### src/rtl/ste_pkg.sv
// Shared types and constants for the ste measurement path.
// xadc_state_t is also exported from the sampler as a debug output.
package ste_pkg;

  typedef enum logic [1:0] {
    XADC_IDLE = 2'd0,
    XADC_REQ  = 2'd1,
    XADC_WAIT = 2'd2,
    XADC_EMIT = 2'd3
  } xadc_state_t;

  localparam int XADC_RES_MSB = 15;
  localparam int XADC_RES_LSB = 4;
  localparam int XADC_RES_W   = XADC_RES_MSB - XADC_RES_LSB + 1;

  // The XADC result registers hold a left-justified 12-bit code.
  function automatic logic [XADC_RES_W-1:0] xadc_code(input logic [15:0] drp_word);
    return drp_word[XADC_RES_MSB:XADC_RES_LSB];
  endfunction

endpackage

### src/rtl/ste_xadc_sampler_if.sv
// DRP port between the sampler (master) and the XADC primitive (slave).
// Handshake: drp_den_o is a one-cycle read request; drp_do_i is valid only in the
// cycle drp_drdy_i is high, and the master accepts it only while a read is pending.
interface ste_xadc_sampler_if;
  logic        drp_den_o;
  logic        drp_dwe_o;
  logic [6:0]  drp_daddr_o;
  logic [15:0] drp_di_o;
  logic [15:0] drp_do_i;
  logic        drp_drdy_i;

  modport master (
    output drp_den_o, drp_dwe_o, drp_daddr_o, drp_di_o,
    input  drp_do_i, drp_drdy_i
  );

  modport slave (
    input  drp_den_o, drp_dwe_o, drp_daddr_o, drp_di_o,
    output drp_do_i, drp_drdy_i
  );
endinterface

### src/rtl/ste_tick_gen.sv
// Rate divider: one-cycle registered tick every DIV enabled cycles.
// Dropping en or pulsing clr restarts the count from zero.
module ste_tick_gen #(
  parameter int DIV = 100000
) (
  input  logic clk,
  input  logic rst_n,
  input  logic en,
  input  logic clr,
  output logic tick
);

  localparam int CW = (DIV > 1) ? $clog2(DIV) : 1;

  logic [CW-1:0] count;

  always_ff @(posedge clk or negedge rst_n) begin
    if (!rst_n) begin
      count <= '0;
      tick  <= 1'b0;
    end else if (clr || !en) begin
      count <= '0;
      tick  <= 1'b0;
    end else if (count == CW'(DIV - 1)) begin
      count <= '0;
      tick  <= 1'b1;
    end else begin
      count <= count + 1'b1;
      tick  <= 1'b0;
    end
  end

endmodule

### src/rtl/ste_xadc_sampler.sv
// Periodic XADC reader: one DRP read per tick, right-justified sample with a
// single-cycle update strobe, plus sticky overrun/timeout flags.
module ste_xadc_sampler
  import ste_pkg::*;
#(
  parameter int          DATA_W      = 16,
  parameter int          SAMPLE_DIV  = 100000,
  parameter logic [6:0]  CH_ADDR     = 7'h16,
  parameter int          TIMEOUT_CYC = 255
) (
  input  logic                clk,
  input  logic                rst_n,
  input  logic                enable_i,
  input  logic                clr_err_i,
  ste_xadc_sampler_if.master  drp,
  output logic [DATA_W-1:0]   dout_o,
  output logic                dout_update_o,
  output logic                overrun_o,
  output logic                timeout_o,
  output xadc_state_t         state_o
);

  localparam int TW = $clog2(TIMEOUT_CYC + 1);

  xadc_state_t   state;
  logic          tick;
  logic          den_q;
  logic [TW-1:0] wait_cnt;

  ste_tick_gen #(.DIV(SAMPLE_DIV)) u_tick_gen (
    .clk   (clk),
    .rst_n (rst_n),
    .en    (enable_i),
    .clr   (1'b0),
    .tick  (tick)
  );

  assign drp.drp_den_o   = den_q;
  assign drp.drp_dwe_o   = 1'b0;
  assign drp.drp_daddr_o = CH_ADDR;
  assign drp.drp_di_o    = 16'h0000;
  assign state_o         = state;

  always_ff @(posedge clk or negedge rst_n) begin
    if (!rst_n) begin
      state         <= XADC_IDLE;
      den_q         <= 1'b0;
      wait_cnt      <= '0;
      dout_o        <= '0;
      dout_update_o <= 1'b0;
      overrun_o     <= 1'b0;
      timeout_o     <= 1'b0;
    end else begin
      den_q         <= 1'b0;
      dout_update_o <= 1'b0;

      // A tick that finds a read still outstanding is dropped, not queued.
      if (tick && state != XADC_IDLE) overrun_o <= 1'b1;
      else if (clr_err_i)             overrun_o <= 1'b0;

      // A timeout set further down in the same cycle overrides this clear.
      if (clr_err_i) timeout_o <= 1'b0;

      case (state)
        XADC_IDLE: begin
          if (tick) begin
            den_q <= 1'b1;
            state <= XADC_REQ;
          end
        end
        XADC_REQ: begin
          wait_cnt <= '0;
          state    <= XADC_WAIT;
        end
        XADC_WAIT: begin
          if (drp.drp_drdy_i) begin
            dout_o        <= DATA_W'(xadc_code(drp.drp_do_i));
            dout_update_o <= 1'b1;
            state         <= XADC_EMIT;
          end else if (wait_cnt == TW'(TIMEOUT_CYC - 1)) begin
            timeout_o <= 1'b1;
            state     <= XADC_IDLE;
          end else begin
            wait_cnt <= wait_cnt + 1'b1;
          end
        end
        XADC_EMIT: state <= XADC_IDLE;
        default:   state <= XADC_IDLE;
      endcase
    end
  end

endmodule

### src/flat_wrapper.sv
// flat-port wrapper written by rule: the top's interface ports become plain ports
module ste_xadc_sampler_flat import ste_pkg::*;
#(
  parameter int          DATA_W      = 16,
  parameter int          SAMPLE_DIV  = 100000,
  parameter logic [6:0]  CH_ADDR     = 7'h16,
  parameter int          TIMEOUT_CYC = 255
)
  (clk, rst_n, enable_i, clr_err_i, dout_o, dout_update_o, overrun_o, timeout_o, state_o, drp_drp_den_o, drp_drp_dwe_o, drp_drp_daddr_o, drp_drp_di_o, drp_drp_do_i, drp_drp_drdy_i);
  ste_xadc_sampler_if drp_i ();
  input  logic clk;
  input  logic rst_n;
  input  logic enable_i;
  input  logic clr_err_i;
  output logic [DATA_W-1:0] dout_o;
  output logic dout_update_o;
  output logic overrun_o;
  output logic timeout_o;
  output xadc_state_t state_o;
  output wire logic [$bits(drp_i.drp_den_o)-1:0] drp_drp_den_o;
  output wire logic [$bits(drp_i.drp_dwe_o)-1:0] drp_drp_dwe_o;
  output wire logic [$bits(drp_i.drp_daddr_o)-1:0] drp_drp_daddr_o;
  output wire logic [$bits(drp_i.drp_di_o)-1:0] drp_drp_di_o;
  input wire logic [$bits(drp_i.drp_do_i)-1:0] drp_drp_do_i;
  input wire logic [$bits(drp_i.drp_drdy_i)-1:0] drp_drp_drdy_i;
  assign drp_drp_den_o = drp_i.drp_den_o;
  assign drp_drp_dwe_o = drp_i.drp_dwe_o;
  assign drp_drp_daddr_o = drp_i.drp_daddr_o;
  assign drp_drp_di_o = drp_i.drp_di_o;
  assign drp_i.drp_do_i = drp_drp_do_i;
  assign drp_i.drp_drdy_i = drp_drp_drdy_i;
  ste_xadc_sampler #(.DATA_W(DATA_W), .SAMPLE_DIV(SAMPLE_DIV), .CH_ADDR(CH_ADDR), .TIMEOUT_CYC(TIMEOUT_CYC)) u_core (.clk(clk), .rst_n(rst_n), .enable_i(enable_i), .clr_err_i(clr_err_i), .drp(drp_i), .dout_o(dout_o), .dout_update_o(dout_update_o), .overrun_o(overrun_o), .timeout_o(timeout_o), .state_o(state_o));
endmodule
### config.mk
export PLATFORM = sky130hd
export DESIGN_NAME = ste_xadc_sampler_flat
export DESIGN_NICKNAME = d
export VERILOG_FILES = /design/src/rtl/ste_pkg.sv /design/src/rtl/ste_xadc_sampler_if.sv /design/src/rtl/ste_tick_gen.sv /design/src/rtl/ste_xadc_sampler.sv /design/src/flat_wrapper.sv
export SDC_FILE = /design/constraint.sdc
export NUM_CORES = 1
export LEC_CHECK = 0
export CORE_ASPECT_RATIO = 0.9
export CORE_MARGIN = 5
export CORE_UTILIZATION = 37
export CTS_CLUSTER_SIZE = 10
export DETAILED_ROUTE_END_ITERATION = 10
export PLACE_DENSITY = 0.77
export SYNTH_ARGS = -nofsm -noshare
export SYNTH_HDL_FRONTEND = slang
export SYNTH_SLANG_ARGS = --single-unit
export TNS_END_PERCENT = 20
### constraint.sdc
create_clock -name clk -period 1.57 [get_ports clk]
set_clock_uncertainty 0.15 [all_clocks]
set_input_delay 0.157 -clock clk [delete_from_list [all_inputs] [get_ports clk]]
set_output_delay 0.157 -clock clk [all_outputs]
set_load 0.01 [all_outputs]
# Yosys cells after proc, flatten, opt, wreduce, memory -nomap -nowiden
# Cells that the tools add are included.
[op_classes]
muxes = 21
n_eq_ne = 9
n_addsub = 2
n_reduce_logical = 8
[op_table]
columns = ["op", "count"]
rows = [
  ["two-way mux 17 bit", 2],
  ["adder 17 x 1 -> 17 bit (second input constant)", 1],
  ["equality test 17 bit (second input constant)", 1],
  ["two-way mux 8 bit", 2],
  ["one-hot mux 8 bit (2 select lines)", 1],
  ["two-way mux 1 bit", 12],
  ["adder 8 x 1 -> 8 bit (second input constant)", 1],
  ["equality test 8 bit (second input constant)", 1],
  ["one-hot mux 2 bit (4 select lines)", 1],
  ["two-way mux 2 bit", 3],
  ["inequality test 2 bit (second input constant)", 3],
  ["nonzero test 2 bit", 3],
  ["equality test 2 bit (second input constant)", 2],
  ["AND reduction 2 bit", 2],
  ["inequality test 3 x 2 -> 1 bit (second input constant)", 1],
  ["AND reduction 3 bit", 1],
  ["equality test 2 x 1 -> 1 bit (second input constant)", 1],
  ["zero test 2 bit", 1],
  ["logical AND 1 bit", 1],
]
[totals]
in_bits = 21
wordCells = 49
ff_bits = 44

# Depth between registers and ports, before layout
[depth]
depth_word = 4
mapped_depth = 6

# By module
# From an unflattened synthesis, not the netlist that was laid out.
[unflattened]
cells_unflattened = 230
area_unflattened_um2 = 2232.1
[modules_own_cells]
columns = ["module", "instances", "cells_each", "area_per_inst_um2"]
rows = [
  ["ste_xadc_sampler", 1, 142, 1335.0],
  ["ste_tick_gen", 1, 88, 897.1],
]

# Least setup slack after synthesis
# No wires, ideal clock.
[synth_timing]
path_type = "reg-to-reg"
from = "register u_core.state[1] (netlist: u_core.state_o[1])"
to = "register u_core.wait_cnt[5]"
path_slack_ps = -240
n_path_buf = 0
stages_incl_launch_ff = 5
required_time_ps = 1286
synth_period_minus_slack_ps = 1810
arrival_ps = 1526
cell_sequence = "dfrtp_1 -> or3b_4 -> a41o_4 -> o311ai_4 -> o41ai_2"
[synth_via]
elab_chain_cells = 3
word_cells_on_any_way = 7
[synth_rtl]
columns = ["item", "line", "source"]
rows = [
  ["start, declared", "ste_xadc_sampler.sv:25", "xadc_state_t state;"],
  ["start signal, assigned", "ste_xadc_sampler.sv:46", "state <= XADC_IDLE;"],
  ["start signal, assigned", "ste_xadc_sampler.sv:68", "state <= XADC_REQ;"],
  ["start signal, assigned", "ste_xadc_sampler.sv:73", "state <= XADC_WAIT;"],
  ["equality test 2 bit or equality test 2 x 1 -> 1 bit (tied branches)", "ste_xadc_sampler.sv:64", "case (state)"],
  ["inequality test 2 bit (no source line) or nonzero test 2 bit (tied branches)", "--", ""],
  ["AND reduction 3 bit (no source line)", "--", ""],
  ["end signal, assigned", "ste_xadc_sampler.sv:84", "wait_cnt <= wait_cnt + 1'b1;"],
  ["end, declared", "ste_xadc_sampler.sv:28", "logic [TW-1:0] wait_cnt;"],
]
# Parallel ways exist; a longest one is shown, timed or not.
# A chain may end at the register's enable or synchronous reset.

# Worst setup path after layout
[layout_timing]
from = "register u_core.state[0] (netlist: u_core.state_o[0])"
to = "register u_core.wait_cnt[5]"
# The elaborated chain is that of the path after synthesis.

==> results.py <==
metrics = {
    "die": {
        "fp.dieW_um": 91.7,
        "start_util": 0.386,
        "core_region_area_um2": 5760,
        "rows": 26,
        "die_area_um2": 7660,
        "die_h_um": 83.5,
        "ios": 67,
    },
    "critical_path": {
        "crit_slowest_cell": "dfrtp_2",
        "worst-setup-path-type": "reg -> reg",
        "end_kind": "flip-flop",
        "critPathTopFamily": "compound AO/OA/AOI/OAI gates",
        "critPathMaxFanout": 5,
        "cpPeakStageDelay_ns": 0.41,
        "required_ns": 1.60,
        "start_kind": "flip-flop",
        "cp_num_buf_inv": 0,
        "worstPathCellList": "or3b_4 > a41o_4 > o311ai_4 > o41ai_2",
        "crit_arrival_ns": 1.73,
    },
    "sta": {
        "finalSetupViolCount": 9,
        "rsz0062_at_grt": "true",
        "hold_ws_ns": 0.130,
        "max_freq_mhz": 586,
        "slew_viol_final": 0,
        "hold_violations": 0,
        "period_share": 1.09,
        "finalWorstPathRequiredPeriod_ns": 1.71,
        "layout_setup_ws_ns": -0.135,
    },
    "logic_synthesis": {
        "ys_seq_area_frac": 0.495,
        "synth_adder_area_share": 0.0169,
        "yosysWarnings": 0,
        "synthArstFlopShare": 1.00,
        "synth_cells": 228,
        "synth_area_um2": 2220,
        "synth-compound-area-share": 0.0664,
        "synth_edf_count": 0,
        "synth_simple_gate_area_frac": 0.224,
        "muxShareOfSynthArea": 0.0225,
        "synth_flop_cell": "dfrtp_1",
        "synth.top_cell.area_share": 0.495,
        "synth_xor_area_frac": 0.0552,
        "synth_top_cell_by_area": "dfrtp_1",
        "synth.most_common_cell": "nand2_1",
        "ys_types": 38,
        "syn_avg_cell_area_um2": 9.75,
        "synth_area_leaders": "dfrtp_1 (50%), buf_4 (9.5%), nand2_1 (8.3%), xnor2_1 (4.3%), nor2_1 (3.2%)",
        "ys_ff_latch": 44,
        "synth_top_family_by_area": "simple AND/OR/NAND/NOR gates",
        "yosys-top-cells-count": "nand2_1 (49), dfrtp_1 (44), buf_4 (28)",
    },
    "drt": {
        "firstDrtPassIters": 4,
        "drt_iter0_markers": 26,
        "drt.antenna.violating_nets": 0,
        "wl_um": 4650,
        "drc_errors": 0,
        "vias_per_cell": 4.72,
        "num_vias": 1766,
        "routedWlPerCell_um": 12.4,
    },
    "power_and_ir_drop": {
        "peakVddDrop_mv": 0.484,
        "powerDensity_nw_per_um2": 1180,
        "power.leakage_nw": 1.42,
        "p_total_w": 0.00352,
    },
    "hold_path": {
        "min_path_type": "in -> async",
    },
    "cells_and_area": {
        "fin_area_um2": 2990,
        "syn2layout_area_growth_pct": 34.4,
        "drive_gt1_frac": 0.214,
        "fin_cells": 374,
        "nets": 327,
        "diodes": 0,
    },
    "place": {
        "hpwl_um": 3410,
        "io_buffers": 34,
        "dp_worst_setup_slack_ns": -0.347,
        "routabilityCongestion": 0.782,
        "dp.cells": 362,
        "placed_area_um2": 2790,
    },
    "run": {
        "cap_viol_max_count": 0,
    },
    "clock_network": {
        "cts_buffer_depth": 2,
        "clock_latency_ns": 0.30,
        "clk_pin_slew_ns": 0.09,
        "root_buffer": "clkbuf_8",
        "numCtsBuffers": 5,
        "htreeDepth": 2,
        "cts_tree": "done",
        "clock_sinks": 44,
    },
    "global_route": {
        "track_usage": 0.120,
        "grt_pass1_vias": 1723,
        "antenna_found_initial": 0,
        "grt_max_degree": 21,
        "grt_pass1_wl_um": 7660,
        "grt_remaining_overflow": 0,
    },
    "status": {
        "run_status": "complete, but fails checks",
        "violations": "negative setup slack",
    },
}
cell type report:
type                    count  area [µm²]
clock buffers               5        68.8
clock inverters             3        42.5
fillers                   532        2770
inverters                   9        37.5
multi-input cells         169        1010
flip-flops and latches     44        1100
well taps                  70        87.6
repair buffers             74         639
final timing paths:
check / from / end / slack (ns) / cells past startpoint
min in group clk: drp_drp_do_i[15] / u_core.dout_o[11]$_DFFE_PN0P_ / 0.23 / 3
max: u_core.state_o[0]$_DFFE_PN0P_ / u_core.wait_cnt[5]$_DFFE_PN0P_ / -0.14 / 4
min reg2reg: u_core.dout_o[10]$_DFFE_PN0P_ / u_core.dout_o[10]$_DFFE_PN0P_ / 0.33 / 2
max reg2reg: u_core.state_o[0]$_DFFE_PN0P_ / u_core.wait_cnt[5]$_DFFE_PN0P_ / -0.14 / 4
max in group asynchronous: rst_n / u_core.u_tick_gen.tick$_DFF_PN0_ / 0.55 / 3
min: rst_n / u_core.wait_cnt[6]$_DFFE_PN0P_ / 0.13 / 2
metrics by stage:
stage           util  setup TNS, ns
6_report       0.519         -0.662
2_1_floorplan      -         -0.353
3_3_place_gp   0.485          -2.45
5_1_grt        0.519          -1.47
4_1_cts        0.508         -0.708
3_5_place_dp   0.485          -2.60
state kept, by name, summed over array words and instances (netlist names):
register	count
u_core.state_o	2
u_core.overrun_o	1
u_core.wait_cnt	8
u_core.dout_update_o	1
u_core.dout_o	12
u_core.u_tick_gen.tick	1
u_core.drp.drp_den_o	1
u_core.timeout_o	1
u_core.u_tick_gen.count	17
report_power, final:
group          internal (W)  total, W  switching, W
Sequential          0.00135   0.00147      0.000112
Clock              0.000471  0.000862      0.000391
Combinational      0.000596   0.00119      0.000592
Total               0.00242   0.00352       0.00110
worst register-to-register path, cell delays in order, from the launching register on:
cell and delay [ns]:
dfrtp_2 0.41, or3b_4 0.40, a41o_4 0.29, o311ai_4 0.23, o41ai_2 0.11
per-layer routing:
metal,vias up,global-route usage,share of wire
met3,5,0.0334,0.076
li1,860,-,-
met1,853,0.154,0.44
met5,-,0,0
met4,0,0.0297,0.0058
met2,48,0.199,0.47
layout by cell type (no fill, tap or decap), drive strengths merged, types with 4 or more instances in the layout:
cell           instances
nand4                  7
xnor2                 11
clkbuf                 5
buf                   40
mux2i                  5
nand2                 49
dfrtp                 44
o21ai                  4
inv                    8
conb                  28
clkdlybuf4s50         31
nor4                   4
nand3                 11
nor3                   5
nor2                  19
kinds of logic (layout without fill, tap and decap cells):
logic type | count (synthesis) | after routing
compound gates | 14 | 14
xor+xnor | 14 | 14
fa+ha+maj | 3 | 3
buf+inv | 41 | 91
flops | 44 | 44
mux | 5 | 5
other cells | 2 | 28
simple gates | 105 | 105
what timing repair did:
item | CTS | global route
endpoints found under the setup margin | 13 | 26
cloned | 0 | 0
gates resized for setup | 5 | 8
buffers inserted | 0 | 3
hold buffers | 1 | 0
hold endpoints to repair | 44 | 0
pin swaps | 0 | 6
(Power assumes the default switching activity.)
